$ cat config.mk
export PLATFORM = sky130hd
export DESIGN_NAME = multicycle_control_flat
export DESIGN_NICKNAME = d
export VERILOG_FILES = /design/src/rtl/multicycle_control_if.sv /design/src/rtl/multicycle_control.sv /design/src/flat_wrapper.sv
export SDC_FILE = /design/constraint.sdc
export NUM_CORES = 1
export LEC_CHECK = 0
export CORE_MARGIN = 2
export CORE_UTILIZATION = 48
export DETAILED_ROUTE_END_ITERATION = 7
export PLACE_DENSITY = 0.84
export SYNTH_ARGS = -nofsm -noshare
export SYNTH_HDL_FRONTEND = slang
export SYNTH_SLANG_ARGS = --single-unit
$ cat constraint.sdc
create_clock -name CLK -period 3.1 [get_ports CLK]
set_input_delay 0.62 -clock CLK [delete_from_list [all_inputs] [get_ports CLK]]
set_output_delay 0.62 -clock CLK [all_outputs]
set_load 0.01 [all_outputs]
$ cat src/rtl/multicycle_control_if.sv
// Control bundle between the multicycle FSM and its datapath.
// The master drives strobes and selects; the slave supplies Opcode and MemReady.
interface multicycle_control_if;
  logic [5:0] Opcode;
  logic       MemReady;
  logic       IorD;
  logic       IRWrite;
  logic       MemWrite;
  logic       PCWrite;
  logic       Branch;
  logic       RegDst;
  logic       MemtoReg;
  logic       RegWrite;
  logic       ALUSrcA;
  logic [1:0] ALUSrcB;
  logic [1:0] ALUOp;
  logic [1:0] PCSrc;
  logic       Illegal;
  logic [3:0] State;

  modport master (
    input  Opcode, MemReady,
    output IorD, IRWrite, MemWrite, PCWrite, Branch,
    output RegDst, MemtoReg, RegWrite,
    output ALUSrcA, ALUSrcB, ALUOp, PCSrc,
    output Illegal, State
  );

  modport slave (
    output Opcode, MemReady,
    input  IorD, IRWrite, MemWrite, PCWrite, Branch,
    input  RegDst, MemtoReg, RegWrite,
    input  ALUSrcA, ALUSrcB, ALUOp, PCSrc,
    input  Illegal, State
  );
endinterface

$ cat src/rtl/multicycle_control.sv
// Multicycle MIPS-style main control FSM.
// Registered Moore outputs; fetch strobes are gated by MemReady.
module multicycle_control (
  input logic                  CLK,
  input logic                  RST_N,
  multicycle_control_if.master bus
);
  typedef enum logic [3:0] {
    FETCH    = 4'd0,
    DECODE   = 4'd1,
    MEMADR   = 4'd2,
    MEMREAD  = 4'd3,
    MEMWB    = 4'd4,
    MEMWRITE = 4'd5,
    EXECUTE  = 4'd6,
    ALUWB    = 4'd7,
    BRANCH   = 4'd8,
    ADDIEXEC = 4'd9,
    ADDIWB   = 4'd10,
    JUMP     = 4'd11
  } state_t;

  localparam logic [5:0] OP_LW   = 6'b100011;
  localparam logic [5:0] OP_SW   = 6'b101011;
  localparam logic [5:0] OP_RT   = 6'b000000;
  localparam logic [5:0] OP_BEQ  = 6'b000100;
  localparam logic [5:0] OP_ADDI = 6'b001000;
  localparam logic [5:0] OP_J    = 6'b000010;

  typedef struct packed {
    logic       iord;
    logic       memwrite;
    logic       branch;
    logic       regdst;
    logic       memtoreg;
    logic       regwrite;
    logic       alusrca;
    logic [1:0] alusrcb;
    logic [1:0] aluop;
    logic [1:0] pcsrc;
    logic       fetch;
    logic       pcw;
  } ctl_t;

  function automatic ctl_t ctl_of(state_t s);
    ctl_t c;
    c = '0;
    case (s)
      FETCH: begin
        c.alusrcb = 2'b01;
        c.fetch   = 1'b1;
      end
      DECODE:  c.alusrcb = 2'b11;
      MEMADR: begin
        c.alusrca = 1'b1;
        c.alusrcb = 2'b10;
      end
      MEMREAD: c.iord = 1'b1;
      MEMWB: begin
        c.memtoreg = 1'b1;
        c.regwrite = 1'b1;
      end
      MEMWRITE: begin
        c.iord     = 1'b1;
        c.memwrite = 1'b1;
      end
      EXECUTE: begin
        c.alusrca = 1'b1;
        c.aluop   = 2'b10;
      end
      ALUWB: begin
        c.regdst   = 1'b1;
        c.regwrite = 1'b1;
      end
      BRANCH: begin
        c.alusrca = 1'b1;
        c.aluop   = 2'b01;
        c.pcsrc   = 2'b01;
        c.branch  = 1'b1;
      end
      ADDIEXEC: begin
        c.alusrca = 1'b1;
        c.alusrcb = 2'b10;
      end
      ADDIWB:  c.regwrite = 1'b1;
      JUMP: begin
        c.pcsrc = 2'b10;
        c.pcw   = 1'b1;
      end
      default: c = '0;
    endcase
    return c;
  endfunction

  state_t state_q;
  state_t nxt;
  ctl_t   ctl_q;
  logic   ill_q;
  logic   lw, sw, rt, beq, addi, jmp, legal;

  always_comb begin
    lw    = bus.Opcode == OP_LW;
    sw    = bus.Opcode == OP_SW;
    rt    = bus.Opcode == OP_RT;
    beq   = bus.Opcode == OP_BEQ;
    addi  = bus.Opcode == OP_ADDI;
    jmp   = bus.Opcode == OP_J;
    legal = lw | sw | rt | beq | addi | jmp;
  end

  always_comb begin
    nxt = FETCH;
    case (state_q)
      FETCH:    nxt = bus.MemReady ? DECODE : FETCH;
      DECODE: begin
        unique case (1'b1)
          lw, sw:  nxt = MEMADR;
          rt:      nxt = EXECUTE;
          beq:     nxt = BRANCH;
          addi:    nxt = ADDIEXEC;
          jmp:     nxt = JUMP;
          default: nxt = FETCH;
        endcase
      end
      MEMADR: begin
        unique case (1'b1)
          lw:      nxt = MEMREAD;
          sw:      nxt = MEMWRITE;
          default: nxt = FETCH;
        endcase
      end
      MEMREAD:  nxt = bus.MemReady ? MEMWB : MEMREAD;
      MEMWRITE: nxt = bus.MemReady ? FETCH : MEMWRITE;
      EXECUTE:  nxt = ALUWB;
      ADDIEXEC: nxt = ADDIWB;
      default:  nxt = FETCH;
    endcase
  end

  always_ff @(posedge CLK or negedge RST_N) begin
    if (!RST_N) begin
      state_q <= FETCH;
      ctl_q   <= ctl_of(FETCH);
      ill_q   <= 1'b0;
    end else begin
      state_q <= nxt;
      ctl_q   <= ctl_of(nxt);
      if (state_q == DECODE && !legal)
        ill_q <= 1'b1;
    end
  end

  // Fetch strobes follow MemReady within the cycle and die with reset.
  assign bus.IRWrite  = ctl_q.fetch & bus.MemReady & RST_N;
  assign bus.PCWrite  = ((ctl_q.fetch & bus.MemReady) | ctl_q.pcw) & RST_N;
  assign bus.IorD     = ctl_q.iord;
  assign bus.MemWrite = ctl_q.memwrite;
  assign bus.Branch   = ctl_q.branch;
  assign bus.RegDst   = ctl_q.regdst;
  assign bus.MemtoReg = ctl_q.memtoreg;
  assign bus.RegWrite = ctl_q.regwrite;
  assign bus.ALUSrcA  = ctl_q.alusrca;
  assign bus.ALUSrcB  = ctl_q.alusrcb;
  assign bus.ALUOp    = ctl_q.aluop;
  assign bus.PCSrc    = ctl_q.pcsrc;
  assign bus.Illegal  = ill_q;
  assign bus.State    = state_q;
endmodule

$ cat src/flat_wrapper.sv
// flat-port wrapper written by rule: the top's interface ports become plain ports
module multicycle_control_flat 
  (CLK, RST_N, bus_Opcode, bus_MemReady, bus_IorD, bus_IRWrite, bus_MemWrite, bus_PCWrite, bus_Branch, bus_RegDst, bus_MemtoReg, bus_RegWrite, bus_ALUSrcA, bus_ALUSrcB, bus_ALUOp, bus_PCSrc, bus_Illegal, bus_State);
  multicycle_control_if bus_i ();
  input logic CLK;
  input logic RST_N;
  input wire logic [$bits(bus_i.Opcode)-1:0] bus_Opcode;
  input wire logic [$bits(bus_i.MemReady)-1:0] bus_MemReady;
  output wire logic [$bits(bus_i.IorD)-1:0] bus_IorD;
  output wire logic [$bits(bus_i.IRWrite)-1:0] bus_IRWrite;
  output wire logic [$bits(bus_i.MemWrite)-1:0] bus_MemWrite;
  output wire logic [$bits(bus_i.PCWrite)-1:0] bus_PCWrite;
  output wire logic [$bits(bus_i.Branch)-1:0] bus_Branch;
  output wire logic [$bits(bus_i.RegDst)-1:0] bus_RegDst;
  output wire logic [$bits(bus_i.MemtoReg)-1:0] bus_MemtoReg;
  output wire logic [$bits(bus_i.RegWrite)-1:0] bus_RegWrite;
  output wire logic [$bits(bus_i.ALUSrcA)-1:0] bus_ALUSrcA;
  output wire logic [$bits(bus_i.ALUSrcB)-1:0] bus_ALUSrcB;
  output wire logic [$bits(bus_i.ALUOp)-1:0] bus_ALUOp;
  output wire logic [$bits(bus_i.PCSrc)-1:0] bus_PCSrc;
  output wire logic [$bits(bus_i.Illegal)-1:0] bus_Illegal;
  output wire logic [$bits(bus_i.State)-1:0] bus_State;
  assign bus_i.Opcode = bus_Opcode;
  assign bus_i.MemReady = bus_MemReady;
  assign bus_IorD = bus_i.IorD;
  assign bus_IRWrite = bus_i.IRWrite;
  assign bus_MemWrite = bus_i.MemWrite;
  assign bus_PCWrite = bus_i.PCWrite;
  assign bus_Branch = bus_i.Branch;
  assign bus_RegDst = bus_i.RegDst;
  assign bus_MemtoReg = bus_i.MemtoReg;
  assign bus_RegWrite = bus_i.RegWrite;
  assign bus_ALUSrcA = bus_i.ALUSrcA;
  assign bus_ALUSrcB = bus_i.ALUSrcB;
  assign bus_ALUOp = bus_i.ALUOp;
  assign bus_PCSrc = bus_i.PCSrc;
  assign bus_Illegal = bus_i.Illegal;
  assign bus_State = bus_i.State;
  multicycle_control u_core (.CLK(CLK), .RST_N(RST_N), .bus(bus_i));
endmodule
==> After elaboration in Yosys (flattened, before gate mapping) <==
Cells that the tools add are included.
{ "word_totals": {"regBits": 20, "inputBits": 9, "output_inout_bits": 20, "wordCells": 73} }
{ "op_classes": {"eq_ne": 22, "muxes": 18, "bitwise_logic": 9, "n_reduce_logical": 10} }
{ "ops": {"columns": ["cell", "n"], "rows": [
  ["$pmux 4 s7", 1],
  ["$eq 4x3->1 const B", 6],
  ["$eq 4x4->1 const B", 5],
  ["$pmux 4 s5", 1],
  ["$eq 4x2->1 const B", 4],
  ["$eq 6x6->1 const B", 2],
  ["$mux 1", 10],
  ["$eq 4x1->1 const B", 2],
  ["$logic_not 4->1", 2],
  ["$pmux 2 s2", 2],
  ["$eq 6x2->1 const B", 1],
  ["$eq 6x3->1 const B", 1],
  ["$eq 6x4->1 const B", 1],
  ["$logic_not 6->1", 1],
  ["$mux 3", 2],
  ["$or 1x1->1", 6],
  ["$pmux 2 s3", 1],
  ["$pmux 3 s2", 1],
  ["$reduce_or 2->1", 3],
  ["$reduce_or 4->1", 1],
  ["$and 1x1->1", 3],
  ["$reduce_or 3->1", 1],
  ["$logic_and 1x1->1", 1],
  ["$logic_not 1->1", 1]
]} }

==> Longest topological paths before layout <==
Gate-level depths: netlist of the first run.
{ "depth": {"word_depth": 8, "ltp_mapped": 6, "depth_no_buf": 5} }

==> Worst setup path after synthesis of the first run <==
OpenSTA, ideal clock, no wires.
{ "synth_timing": {"path_kind": "input to register", "startpoint": "in bus_Opcode[3]", "endpoint": "reg u_core.ctl_q[1] (netlist bit)", "setup_time_ns": 0.068, "t_arrival_ns": 1.762, "required_ns": 3.032, "setup_slack_ns": 1.270, "cell_stages": 6, "path_buffers": 1, "cell_sequence": "buf_6 xor2_1 a41o_1 a221o_1 or2_1 nor2_1"} }
{ "synth_between": {"elab_chain_len": 6, "word_cells_on_any_way": 12, "cone_classes": "eq/ne (5); mux (4); reduce/logical (3)"} }
{ "synth_rtl": {"columns": ["element", "line_no", "rtl"], "rows": [
  ["start: declaration", "flat_wrapper.sv:7", "input wire logic [$bits(bus_i.Opcode)-1:0] bus_Opcode;"],
  ["$eq 6x6->1 (on tied branches)", "multicycle_control.sv:103, multicycle_control.sv:102", null],
  ["$reduce_or 2->1", "multicycle_control.sv:116", "unique case (1'b1)"],
  ["$pmux 4 s5", "multicycle_control.sv:116", null],
  ["$pmux 4 s7 (*)", "multicycle_control.sv:113", "case (state_q)"],
  ["via u_core.nxt[0]", "multicycle_control.sv:96", "state_t nxt;"],
  ["$logic_not 4->1 (*)", "multicycle_control.sv:48", "case (s)"],
  ["$mux 1 (*)", "multicycle_control.sv:48", null],
  ["end signal: assignment", "multicycle_control.sv:143", "ctl_q <= ctl_of(FETCH);"],
  ["end signal: assignment", "multicycle_control.sv:147", "ctl_q <= ctl_of(nxt);"],
  ["end: declaration", "multicycle_control.sv:97", "ctl_t ctl_q;"]
]} }
Mark *: on every way through the listed nets, which the timed path passes. The rest lies on a longest branch.
A chain may end at the register's enable or synchronous reset.

==> Worst setup path after layout of the first run <==
{ "layout_timing": {"startpoint": "in RST_N", "endpoint": "out bus_IRWrite"} }
{ "layout_between": {"elab_chain_len": 1} }
{ "layout_rtl": {"columns": ["element", "line_no", "rtl"], "rows": [
  ["start: declaration", "flat_wrapper.sv:6", "input logic RST_N;"],
  ["$and 1x1->1", "multicycle_control.sv:154", "assign bus.IRWrite = ctl_q.fetch & bus.MemReady & RST_N;"],
  ["end: declaration", "flat_wrapper.sv:10", "output wire logic [$bits(bus_i.IRWrite)-1:0] bus_IRWrite;"]
]} }
Every way passes these cells.

==> summary.md, run 1 <==
| Metric | Value |
|---|---|
| Outcome | finished, final reports clean |
| Routed len/inst | 13.8 µm |
| Grt ovf | 0 |
| Reg clk slew, reported paths | 100 ps |
| Place WS | 409 ps |
| Finish-stage setup viols | 0 |
| Die height | 48.0 µm |
| Clock root buffer | clkbuf_4 |
| Dominant synthesized flop cell | dfrtp_1 |
| RSZ-0062 raised after global routing | false |
| Post-route insts no fill | 138 |
| Vias in the first global route | 715 |
| Worst Path Max Fanout | 8 |
| Remaining antenna violation count after routing | 0 |
| Worst-Skew Late Latency | 290 ps |
| Placed instance count | 134 |
| Cell Pwr Density | 413 mW/mm² |
| Post-route clock period utilization | 85.9% |
| Max-cap violations | 0 |
| Measured slew at the worst slew-check pin | 493 ps |
| Number of H-tree levels | 1 |
| Yosys warns | 0 |
| Most common cell on crit path | clkdlybuf4s50_1 |
| WP data required | 2480 ps |
| First-pass GRT wire length | 3020 µm |
| Top delay family on crit path | buffers and inverters |
| DIE WIDTH | 48.0 µm |
| Initial antenna violation count | 0 |
| Worst endpoint data arrival time | 2040 ps |
| Crit path capture type | output port |
| CTS tree | yes |
| Syn avg cell area | 10.4 µm² |
| Nets | 123 |
| Fin crit period | 2660 ps |
| Share of cells above drive strength 1 | 15.0% |
| Vias post-DR | 748 |
| Area occupied by multi-input gates | 387 µm² |
| Finished Core Util | 68.2% |
| HP Class | flip-flop to flip-flop |
| Synth cell types | 37 |
| Final WS setup | 437 ps |
| Post-synth top area share | 43.1% |
| Hold buffers post-CTS | 0 |
| Vias/cell | 5.42 |
| Fillers | 150 |
| Flop and latch count out of synthesis | 18 |
| Maximum clock rate | 0.375 GHz |
| # IOs | 29 |
| CP Cell Sequence | clkdlybuf4s50_1 -> and3_1 -> clkdlybuf4s50_1 |
| Initial core utilization | 52.6% |
| Cell area after layout | 0.00120 mm² |
| Core area | 0.00176 mm² |
| DP Area | 0.00117 mm² |
| Tot Pwr | 496 µW |
| Clk sinks | 18 |
| DRT iter0 DRCs | 26 |
| Slew HR | 67.0% |
| Max-slew violations | 0 |
| Setup CP Type | primary input to output port |
| Largest stage delay on the critical path | 670 ps |
| Cell taking the most area after synthesis | dfrtp_1 |
| Row count | 15 |
| Die area | 0.00230 mm² |
| Post-Syn Nets | 98 |
| GP Congestion | 0.843 |
| Netlist Area Pre-Place | 928 µm² |
| DR DRC count | 0 |
| DRT Wirelength | 1910 µm |
| Static Leak | 0.547 nW |
| Skew final | 3.64 ps |
| Max stage delay cell, worst path | clkdlybuf4s50_1 |
| HPWL Detailed | 1420 µm |
| Final Hold Fails | 0 |
| CP bufs+invs | 2 |
| Clock Tree Buf Depth | 2 |
| P&R area growth vs syn | 29.5% |
| Gate Count Post-Synth | 89 |
| Post-synth EDFFs | 0 |
| FFs w/ async S/R, synth | 100% |
| Antenna cells | 0 |
| Worst setup SP type | primary input |
| Input/output buffers | 28 |
| CTS buffer count | 3 |
| PostCTS Resize Cnt | 0 |
| Sequential area share after synthesis | 48.8% |
| Peak VDD IR | 0.260 mV |
| Largest net degree at the start of global routing | 14 |
| All-Layer GR Usage | 19.4% |
| TritonRoute pass-1 iters | 4 |
| Hold slack | 494 ps |
| Post-CTS Setup Bufs | 0 |
| Synth top area cells | dfrtp_1 (43%), dfstp_2 (5.7%), buf_4 (4.9%), nor2_1 (3.6%), and3_2 (2.4%) |
| FF+latch area | 453 µm² |
| Setup_tns | 0 ps |
worst register-to-register path: stages, from the launching register on:
cell      delay (ps)
dfrtp_1          530
or3b_1           380
a21oi_1          210
a221o_1          270
nand3b_1         160
o21ai_0          100
state kept, by name, summed over array words and instances (netlist names), 2 cells and up:
signal	cells
u_core.bus.PCSrc	2
u_core.ctl_q	2
u_core.bus.State	4
u_core.bus.ALUSrcB	2
cells in the mapped netlist, types with 2 or more instances:
cell,count
dfrtp_1,16
nor2_1,9
buf_4,6
nand2_1,5
a21oi_1,4
nor3_1,4
and3_1,3
and3_2,3
nor2b_1,3
buf_6,2
dfstp_2,2
inv_1,2
nand3_1,2
nor4_1,2
o21ai_0,2
or2b_2,2
xor2_1,2
path summary, 6_finish.rpt:
path / startpoint / end / slack, ps / depth (start not counted)
hold / removal: u_core.bus.Illegal / u_core.bus.Illegal / 490 / 1
hold reg to reg: u_core.bus.Illegal / u_core.bus.Illegal / 490 / 1
min in group asynchronous: RST_N / u_core.bus.State[1] / 590 / 1
max in group asynchronous: RST_N / u_core.bus.ALUSrcB[0] / 1950 / 2
setup reg to reg: u_core.bus.State[0] / u_core.bus.ALUSrcA / 1310 / 5
setup / recovery: RST_N / bus_IRWrite / 440 / 3
cells by family after synthesis:
kind of cell	Yosys count	synth area share [%]
simple gates	42	27.2
flops	18	48.8
compound gates	16	12.5
buf+inv	11	9.57
xor+xnor	2	1.89
metal layers:
layer  wire length, µm  global-route usage [%]  vias to the layer above
li1                  -                       -                      361
met1               800                    23.1                      353
met2               967                    32.3                       28
met3               103                    5.28                        6
met4                34                    9.19                        0
met5                 0                       0                        -
placed cells by master, fill, tap and decap left out, drive strengths merged, types with 3 or more instances in the layout:
master / count
nand2: 5
dfrtp: 16
a21oi: 4
and3: 6
clkbuf: 4
clkdlybuf4s50: 28
nor2b: 3
nor2: 9
nor3: 4
power breakdown:
part / leakage (nW) / internal [mW] / switching (mW)
combinational: 0.290 / 0.0502 / 0.0452
sequential: 0.236 / 0.248 / 0.0104
clock: 0.0210 / 0.0716 / 0.0709
total: 0.547 / 0.370 / 0.126
final cells by class:
| cell class | instances | share of cell area, % |
|---|---|---|
| clock buffer | 4 | 3.02 |
| sequential | 18 | 37.7 |
| timing repair buffer | 29 | 23.9 |
| multi-input combinational | 60 | 32.2 |
| inverter | 2 | 0.624 |
| tap | 25 | 2.60 |
Note: power is estimated with default switching activity, not from simulation.
==> inputs of run 2 (changes only) <==
--- a/config.mk
+++ b/config.mk
@@ -5,10 +5,12 @@
 export SDC_FILE = /design/constraint.sdc
 export NUM_CORES = 1
 export LEC_CHECK = 0
+export ABC_CLOCK_PERIOD_IN_PS = 3100
 export CORE_MARGIN = 2
 export CORE_UTILIZATION = 48
 export DETAILED_ROUTE_END_ITERATION = 7
 export PLACE_DENSITY = 0.84
+export REMOVE_ABC_BUFFERS = 1
 export SYNTH_ARGS = -nofsm -noshare
 export SYNTH_HDL_FRONTEND = slang
 export SYNTH_SLANG_ARGS = --single-unit
==> summary.md, run 2 (same netlist as run 1, synthesis figures left out) <==
| Metric | Value |
|---|---|
| Clock Tree Buf Depth | 2 (unchanged) |
| Worst setup SP type | primary input (unchanged) |
| Post-route clock period utilization | 82.0% (was 85.9%) |
| Worst-Skew Late Latency | 290 ps (about the same) |
| Outcome | finished, final reports clean (unchanged) |
| DRT Wirelength | 1910 µm (unchanged) |
| Initial core utilization | 52.6% (unchanged) |
| Core area | 0.00176 mm² (unchanged) |
| Number of H-tree levels | 1 (unchanged) |
| Reg clk slew, reported paths | 80 ps (was 100 ps) |
| Hold EP | u_core.bus.Illegal (unchanged) |
| Hold depth | 1 (unchanged) |
| DIE WIDTH | 48.0 µm (unchanged) |
| Maximum clock rate | 0.393 GHz (was 0.375 GHz) |
| Critical R2R Capture | u_core.bus.ALUSrcB[1] (was u_core.bus.ALUSrcA) |
| Input/output buffers | 28 (unchanged) |
| Post-route insts no fill | 138 (unchanged) |
| # IOs | 29 (unchanged) |
| Finish-stage setup viols | 0 (unchanged) |
| Share of cells above drive strength 1 | 15.0% (unchanged) |
| RSZ-0062 raised after global routing | false (unchanged) |
| DRT iter0 DRCs | 20 (was 26) |
| Vias/cell | 5.35 (was 5.42) |
| All-Layer GR Usage | 19.7% (was 19.4%) |
| Vias post-DR | 738 (was 748) |
| P&R area growth vs syn | 29.5% (unchanged) |
| Clk sinks | 18 (unchanged) |
| Measured slew at the worst slew-check pin | 559 ps (was 493 ps) |
| Static Leak | 0.547 nW (unchanged) |
| R2R Path Start | u_core.bus.State[0] (unchanged) |
| Skew final | 3.40 ps (was 3.64 ps) |
| Slew HR | 62.2% (was 67.0%) |
| Routed len/inst | 13.8 µm (unchanged) |
| Worst min-delay path startpoint | u_core.bus.Illegal (unchanged) |
| Grt ovf | 0 (unchanged) |
| Row count | 15 (unchanged) |
| Antenna cells | 0 (unchanged) |
| Crit path capture type | output port (unchanged) |
| Setup_tns | 0 ps (unchanged) |
| CTS tree | yes (unchanged) |
| Most common cell on crit path | clkdlybuf4s50_1 (unchanged) |
| Max stage delay cell, worst path | clkdlybuf4s50_1 (unchanged) |
| Remaining antenna violation count after routing | 0 (unchanged) |
| Initial antenna violation count | 0 (unchanged) |
| HPWL Detailed | 1470 µm (was 1420 µm) |
| CP bufs+invs | 2 (unchanged) |
| Max-cap violations | 0 (unchanged) |
| Placed instance count | 134 (unchanged) |
| Die height | 48.0 µm (unchanged) |
| Max reg flops | 4 (unchanged) |
| CTS buffer count | 3 (unchanged) |
| Worst Path Max Fanout | 6 (was 8) |
| DR DRC count | 0 (unchanged) |
| Post-CTS Setup Bufs | 0 (unchanged) |
| Top delay family on crit path | buffers and inverters (unchanged) |
| Largest net degree at the start of global routing | 18 (was 14) |
| Fin crit period | 2540 ps (was 2660 ps) |
| Die area | 0.00230 mm² (unchanged) |
| HP Class | flip-flop to flip-flop (unchanged) |
| PostCTS Resize Cnt | 0 (unchanged) |
| GP Congestion | 0.783 (was 0.843) |
| Max-slew violations | 0 (unchanged) |
| Cell Pwr Density | 407 mW/mm² (was 413 mW/mm²) |
| Peak VDD IR | 0.330 mV (was 0.260 mV) |
| WP data required | 2480 ps (about the same) |
| Vias in the first global route | 661 (was 715) |
| TritonRoute pass-1 iters | 4 (unchanged) |
| Nets | 123 (unchanged) |
| Worst endpoint data arrival time | 1920 ps (was 2040 ps) |
| R2R cell count | 5 (unchanged) |
| Commonest non-fill, non-tap cell in the layout | clkdlybuf4s50_1 (unchanged) |
| Final Hold Fails | 0 (unchanged) |
| Hold buffers post-CTS | 0 (unchanged) |
| CP Cell Sequence | clkdlybuf4s50_1 -> a21oi_1 -> nor2b_1 -> clkdlybuf4s50_1 (was clkdlybuf4s50_1 -> and3_1 -> clkdlybuf4s50_1) |
| Largest stage delay on the critical path | 550 ps (was 670 ps) |
| R2r setup slk | 1270 ps (was 1310 ps) |
| Setup CP Type | primary input to output port (unchanged) |
| Most frequent cells in the layout | clkdlybuf4s50_1 (28), dfrtp_1 (16), nor2_1 (9), nand2_1 (5) (unchanged) |
| Clock root buffer | clkbuf_4 (unchanged) |
| First-pass GRT wire length | 2940 µm (was 3020 µm) |
run 2: cell counts in the layout (fill, tap and decap cells not counted):
Identical to the previous run, type by type.
run 2: worst max path at each step:
| stage | start | end | cells after the start | slack (ps) |
|---|---|---|---|---|
| after floorplan | bus_Opcode[5] | u_core.ctl_q[1] | 5 | 1310 |
| after global placement | bus_MemReady | bus_PCWrite | 4 | 590 |
| after detailed placement | bus_MemReady | bus_PCWrite | 4 | 550 |
| after CTS | bus_MemReady | bus_PCWrite | 4 | 540 |
| after global routing | bus_MemReady | bus_PCWrite | 4 | 500 |
| final | bus_MemReady | bus_PCWrite | 4 | 560 |
run 2: final cells by class:
cell class / instances / area, µm²
inverter: 2 / 7.51
tap: 25 / 31.3
multi-input combinational: 60 / 387
clock buffer: 4 / 36.3
fill: 158 / 562
timing repair buffer: 29 / 288
sequential: 18 / 453
run 2: per-layer routing:
metal	global-route usage (%)	wire length, µm
met5	0	0
met4	8.11	26
met3	6.79	137
met2	30.4	901
met1	25.4	841
run 2: power breakdown:
group	total [mW]	leakage [nW]	internal, mW	switching (mW)
Sequential	0.259	0.236	0.248	0.0108
Combinational	0.0941	0.290	0.0502	0.0440
Clock	0.136	0.0210	0.0716	0.0643
Total	0.489	0.547	0.370	0.119
run 2: metrics by stage:
step	total power [mW]	setup WS, ps	instance area, µm²	hold WS, ps	utilization [%]
floorplan	0.304	1310	847	324	-
global placement	0.355	591	1170	457	66.1
detailed placement	0.358	550	1170	484	66.1
CTS	0.494	542	1200	505	68.2
global route	0.516	503	1200	498	68.2
finish	0.489	557	1200	499	68.2
